## config.mk

```make
export PLATFORM = sky130hd
export DESIGN_NAME = phase_delta_avg
export DESIGN_NICKNAME = d
export VERILOG_FILES = /design/src/rtl/phase_delta_avg_pkg.sv /design/src/rtl/phase_delta_avg_ring.sv /design/src/rtl/phase_delta_avg.sv
export SDC_FILE = /design/constraint.sdc
export NUM_CORES = 2
export LEC_CHECK = 0
export CORE_UTILIZATION = 53
export DETAILED_ROUTE_END_ITERATION = 12
export GPL_ROUTABILITY_DRIVEN = 1
export PLACE_DENSITY = 0.73
export SLEW_MARGIN = 20
export SYNTH_ARGS = -nofsm -noshare
export SYNTH_HDL_FRONTEND = slang
export SYNTH_SLANG_ARGS = --single-unit
```

## constraint.sdc

```tcl
create_clock -name clock -period 24.5 [get_ports clock]
set_clock_uncertainty 0.1 [all_clocks]
set_input_delay 4.9 -clock clock [delete_from_list [all_inputs] [get_ports clock]]
set_output_delay 4.9 -clock clock [all_outputs]
set_load 0.01 [all_outputs]
```

## src/rtl/phase_delta_avg_pkg.sv

```systemverilog
// Shared constants and the phase-delta wrap helper for phase_delta_avg.
package phase_delta_avg_pkg;

  // Phase scale is radians * 512; deltas are formed at 33 bits before wrapping.
  localparam logic signed [32:0] PI        = 33'sd1608;
  localparam logic signed [32:0] DOUBLE_PI = 33'sd3217;

  // Fold a raw successive difference back into [-PI, PI).
  function automatic logic signed [31:0] wrap_delta(input logic signed [32:0] raw);
    logic signed [32:0] w;
    w = raw;
    if (raw >= PI) begin
      w = raw - DOUBLE_PI;
    end else if (raw < -PI) begin
      w = raw + DOUBLE_PI;
    end else begin
      w = raw;
    end
    return w[31:0];
  endfunction

endpackage

```

## src/rtl/phase_delta_avg_ring.sv

```systemverilog
// delta_ring: circular buffer of the last 2^DEPTH_LOG2 wrapped deltas.
// The entry at the write pointer is read combinationally (the oldest delta)
// and overwritten on the same edge, giving read-before-write semantics.
module delta_ring #(
  parameter int DEPTH_LOG2 = 4
) (
  input  logic               clock,
  input  logic               reset,
  input  logic               clear,
  input  logic               write,
  input  logic signed [31:0] wdata,
  output logic signed [31:0] rdata
);

  localparam int DEPTH = 1 << DEPTH_LOG2;

  logic signed [31:0]    mem [DEPTH];
  logic [DEPTH_LOG2-1:0] wr_ptr;

  assign rdata = mem[wr_ptr];

  // Storage and pointer: zero-filled on reset or clear, advance on each write.
  always_ff @(posedge clock or posedge reset) begin
    if (reset) begin
      wr_ptr <= '0;
      for (int i = 0; i < DEPTH; i++) mem[i] <= 32'sd0;
    end else if (clear) begin
      wr_ptr <= '0;
      for (int i = 0; i < DEPTH; i++) mem[i] <= 32'sd0;
    end else if (write) begin
      mem[wr_ptr] <= wdata;
      wr_ptr      <= wr_ptr + 1'b1;
    end
  end

endmodule

```

## src/rtl/phase_delta_avg.sv

```systemverilog
// phase_delta_avg: wrapped phase-increment moving average (CFO estimate)
// plus running unwrapped phase. Three-stage pipeline: difference, wrap,
// accumulate/output. enable freezes everything; clear restarts estimation.
module phase_delta_avg
  import phase_delta_avg_pkg::*;
#(
  parameter int AVG_SHIFT = 4
) (
  input  logic               clock,
  input  logic               reset,
  input  logic               enable,
  input  logic               clear,
  input  logic signed [31:0] phase_in,
  input  logic               input_strobe,
  output logic signed [31:0] freq_out,
  output logic signed [31:0] phase_unwrapped,
  output logic               freq_valid,
  output logic               output_strobe
);

  localparam int W  = 1 << AVG_SHIFT;
  localparam int CW = AVG_SHIFT + 1;

  logic               primed;
  logic signed [31:0] prev;
  logic               s1_valid;
  logic signed [32:0] delta_raw;
  logic               s2_valid;
  logic signed [31:0] delta;
  logic signed [31:0] sum;
  logic signed [31:0] unwrapped;
  logic [CW-1:0]      count;
  logic               strobe_q;
  logic signed [31:0] ring_rd;
  logic               load_first;
  logic signed [31:0] sum_next;
  logic signed [31:0] unwrapped_next;
  logic [CW-1:0]      count_next;

  // The very first sample only seeds prev and the unwrapped phase.
  assign load_first = enable & input_strobe & ~primed;

  delta_ring #(.DEPTH_LOG2(AVG_SHIFT)) u_ring (
    .clock (clock),
    .reset (reset),
    .clear (clear),
    .write (enable & s2_valid),
    .wdata (delta),
    .rdata (ring_rd)
  );

  // Stage 1: capture the raw 33-bit difference against the previous sample.
  always_ff @(posedge clock or posedge reset) begin
    if (reset) begin
      primed    <= 1'b0;
      prev      <= 32'sd0;
      s1_valid  <= 1'b0;
      delta_raw <= 33'sd0;
    end else if (clear) begin
      primed    <= 1'b0;
      prev      <= 32'sd0;
      s1_valid  <= 1'b0;
      delta_raw <= 33'sd0;
    end else if (enable) begin
      s1_valid <= 1'b0;
      if (input_strobe) begin
        prev <= phase_in;
        if (primed) begin
          delta_raw <= {phase_in[31], phase_in} - {prev[31], prev};
          s1_valid  <= 1'b1;
        end else begin
          primed <= 1'b1;
        end
      end
    end
  end

  // Stage 2: wrap the difference into [-PI, PI).
  always_ff @(posedge clock or posedge reset) begin
    if (reset) begin
      s2_valid <= 1'b0;
      delta    <= 32'sd0;
    end else if (clear) begin
      s2_valid <= 1'b0;
      delta    <= 32'sd0;
    end else if (enable) begin
      s2_valid <= s1_valid;
      delta    <= wrap_delta(delta_raw);
    end
  end

  // Stage 3 next-state: window sum drops the oldest delta, count saturates at W.
  always_comb begin
    sum_next       = sum + delta - ring_rd;
    unwrapped_next = unwrapped + delta;
    count_next     = count;
    if (count == CW'(W)) begin
      count_next = count;
    end else begin
      count_next = count + 1'b1;
    end
  end

  // Stage 3 and output registers; outputs hold between strobes.
  always_ff @(posedge clock or posedge reset) begin
    if (reset) begin
      sum             <= 32'sd0;
      unwrapped       <= 32'sd0;
      count           <= '0;
      strobe_q        <= 1'b0;
      freq_out        <= 32'sd0;
      phase_unwrapped <= 32'sd0;
      freq_valid      <= 1'b0;
    end else if (clear) begin
      sum             <= 32'sd0;
      unwrapped       <= 32'sd0;
      count           <= '0;
      strobe_q        <= 1'b0;
      freq_out        <= 32'sd0;
      phase_unwrapped <= 32'sd0;
      freq_valid      <= 1'b0;
    end else if (enable) begin
      strobe_q <= s2_valid;
      if (load_first) begin
        unwrapped <= phase_in;
      end else if (s2_valid) begin
        unwrapped <= unwrapped_next;
      end
      if (s2_valid) begin
        sum             <= sum_next;
        count           <= count_next;
        freq_out        <= sum_next >>> AVG_SHIFT;
        phase_unwrapped <= unwrapped_next;
        freq_valid      <= (count_next == CW'(W));
      end
    end
  end

  // A pending strobe is frozen with the pipeline and presented once enable returns.
  assign output_strobe = strobe_q & enable;

endmodule

```

==> flow_summary.yaml <==
synthesis:
  synth_ff_type: "dfrtp_1"
  ys_warn_count: 0
  yosysSeqAreaShare: 0.4788
  async_flop_share: 1.000
  synth_cell_types: 78
  synth.avg_cell_area_sq_um: 11.21
  ys_ff_latch: 719
  synth_area_sq_um: 37580
  netlist.area_leader.share: 0.4788
  yosys-top-cells-area: "dfrtp_1, a22o_1, mux4_2, ha_1, nand2_1"
  synth_edf_count: 0
  mappedNetlistNets: 3527
  netlist.top_cell.by_area: "dfrtp_1"
  syn_inst: 3353
timing:
  layout_min_cycle_time_ns: 11.29
  max_freq_mhz: 88.58
  report.final.hold_viol_count: 0
  fin_crit_sh: 0.4608
  drv_slew: 0
  setup_ws_ns: 13.21
  setup_viol: 0
  slew_headroom: 0.2068
  rsz0062_at_grt: "no"
  finalSetupTns_ns: 0
  worst_hold_slack_ns: 0.3767
  tightest_slew_ns: 1.175
finish:
  final_cell_mix: "dfrtp_1, a22o_1, nand2_1"
  fin_area_sq_um: 42000
  drive_gt1_frac: 0.1208
  final_util: 0.5987
  area_growth_pct: 11.77
  nets: 3458
  antenna_cells: 0
  layout_commonest_cell: "dfrtp_1"
  nFillCells: 5628
setup_path:
  critPathKind: "in2out"
  crit_family: "buffers and inverters"
  cp_slowest_stage_delay_ns: 0.54
  path_buf_inv: 3
  cp-start-kind: "input port"
  cp.arrival_ns: 6.29
  end_kind: "output pin"
  crit_cells: 4
  rrSetupSlack_ns: 17.95
  slowest_stage: "clkdlybuf4s50_1"
  reg2reg_depth: 15
  crit_fanout: 45
  reg2reg_to: "freq_out[21]$_DFFE_PP0P_"
  worstPathRequired_ns: 19.50
  r2r_start: "u_ring.wr_ptr[0]$_DFFE_PP0P_"
  path_cells: "buf_2 -> buf_4 -> and2_1 -> clkdlybuf4s50_1"
clock_network:
  clock_sinks: 719
  cts.path.max_buffers: 3
  cts_hold_buf: 0
  cts_htree_levels: 3
  cts_buffers: 78
  insertion_delay_ns: 0.64
  cts_root_buffer: "clkbuf_16"
  clkTransAtPathRegs_ns: 0.06
  postCtsSetupBuffers: 0
  ctsResizeCount: 0
  cts_tree: "yes"
worst_hold_path:
  min_to: "phase_unwrapped[15]$_DFFE_PP0P_"
  hold_path_depth: 2
  hp-class: "reg2reg"
  hold_path.startpoint: "phase_unwrapped[15]$_DFFE_PP0P_"
placed_design:
  io_buffers: 102
  place_area_sq_um: 39130
  hpwl_mm: 70.58
  globalplace.congestion: 0.9543
  place_ws_ns: 13.22
detailed_routing:
  wl_per_cell_um: 26.45
  first_iter_violations: 3136
  antenna_left: 0
  totalWireLength_mm: 113.3
  vias_per_cell: 6.729
  dr.pass1.iters: 5
  drc: 0
  num_vias: 28830
power:
  vdd_ir_drop_max_mv: 0.05821
  leakagePower_nw: 18.79
  power-per-cell-area_nw_per_um2: 71.84
grt:
  grt_pass1_vias: 29100
  grt.overflow.total: 0
  grt_pass1_wl_mm: 173.8
  antenna_found_initial: 1
  grtUsageTotal: 0.3177
  grt_max_degree: 200
floorplan:
  io_pins: 103
  die_h_um: 268.3
  start_util: 0.5357
  die_w_um: 268.3
  rows: 97
  die-area_sq_um: 71970
  core_area_sq_um: 70150
flow_run:
  drv_cap: 0
outcome:
  status: "completed"
-- logic make-up (layout without fill, tap and decap cells) --
logic type / count (synthesis) / in the layout / share of synthesized area
buffers and inverters: 508 / 499 / 0.05427
adders and majority gates: 137 / 137 / 0.05221
and+or+nand+nor: 628 / 628 / 0.07465
DFF: 719 / 719 / 0.4788
muxes: 188 / 188 / 0.1034
AOI/OAI and AO/OA: 1062 / 1062 / 0.2108
xor gates and xnor gates: 111 / 111 / 0.02587
-- report_power, final --
part / switching [W] / internal [W] / leakage (nW) / total [W]
combinational: 0.000314 / 0.000184 / 7.42 / 0.000498
clock: 0.000511 / 0.000777 / 1.38 / 0.00129
sequential: 0.0000278 / 0.00120 / 9.99 / 0.00123
-- routing by layer --
metal | track usage | routed length (um) | vias to the layer above
met5 | 0 | 0 | -
met4 | 0.1373 | 4989 | 0
met3 | 0.06808 | 10340 | 289
met2 | 0.4824 | 51390 | 1565
met1 | 0.4421 | 46600 | 14850
li1 | - | - | 12130
-- state kept, by name (all words and copies together) (netlist names), 4 cells and up --
register	cells
u_ring.mem	512
prev	32
u_ring.wr_ptr	4
delta_raw	33
delta	32
sum	4
phase_unwrapped	32
unwrapped	32
count	5
freq_out	28
-- Yosys cell counts (51+ instances only) --
master      n
dfrtp_1   719
a22o_1    493
nand2_1   283
clkbuf_1  235
o21ai_0   209
inv_1     200
nor2_1    164
mux4_2    160
a21oi_1   129
ha_1      104
xnor2_1    65
a21o_1     51
-- final cells by class --
| class | count | area [sq um] | share of cell area |
|---|---|---|---|
| clock inverter | 29 | 503.0 | 0.01198 |
| clock buffer | 111 | 2307 | 0.05493 |
| sequential | 719 | 18000 | 0.4286 |
| tap | 940 | 1176 | 0.02800 |
| timing repair buffer | 159 | 1519 | 0.03616 |
| inverter | 200 | 754.5 | 0.01796 |
| multi-input combinational | 2126 | 17740 | 0.4224 |
-- metrics by stage --
stage          std cells  power, W
2_1_floorplan       3353  0.001599
3_3_place_gp        4142  0.001725
3_5_place_dp        4142  0.001735
4_1_cts             4282  0.003018
5_1_grt             4284  0.003125
6_report            4284  0.003017
-- worst register-to-register path, stage by stage (launching register included) --
cell,delay [ns]
dfrtp_4,1.07
buf_4,0.91
mux4_2,0.68
mux4_2,0.54
fa_1,0.50
inv_1,0.05
ha_1,0.36
a211oi_1,0.32
o21ai_0,0.17
a21oi_1,0.41
nand4_1,0.26
a31o_2,0.31
a21o_1,0.24
a31oi_1,0.24
xor2_1,0.18
o21ai_0,0.09
-- worst max path at each step --
| stage | start | to | slack [ns] |
|---|---|---|---|
| 2_1_floorplan | reset | count[0]$_DFFE_PP0P_ | 9.65 |
| 3_3_place_gp | enable | output_strobe | 13.15 |
| 3_5_place_dp | enable | output_strobe | 13.22 |
| 4_1_cts | enable | output_strobe | 13.20 |
| 5_1_grt | enable | output_strobe | 13.11 |
| 6_report | enable | output_strobe | 13.21 |
No activity file was read; power rests on OpenSTA's default activity.
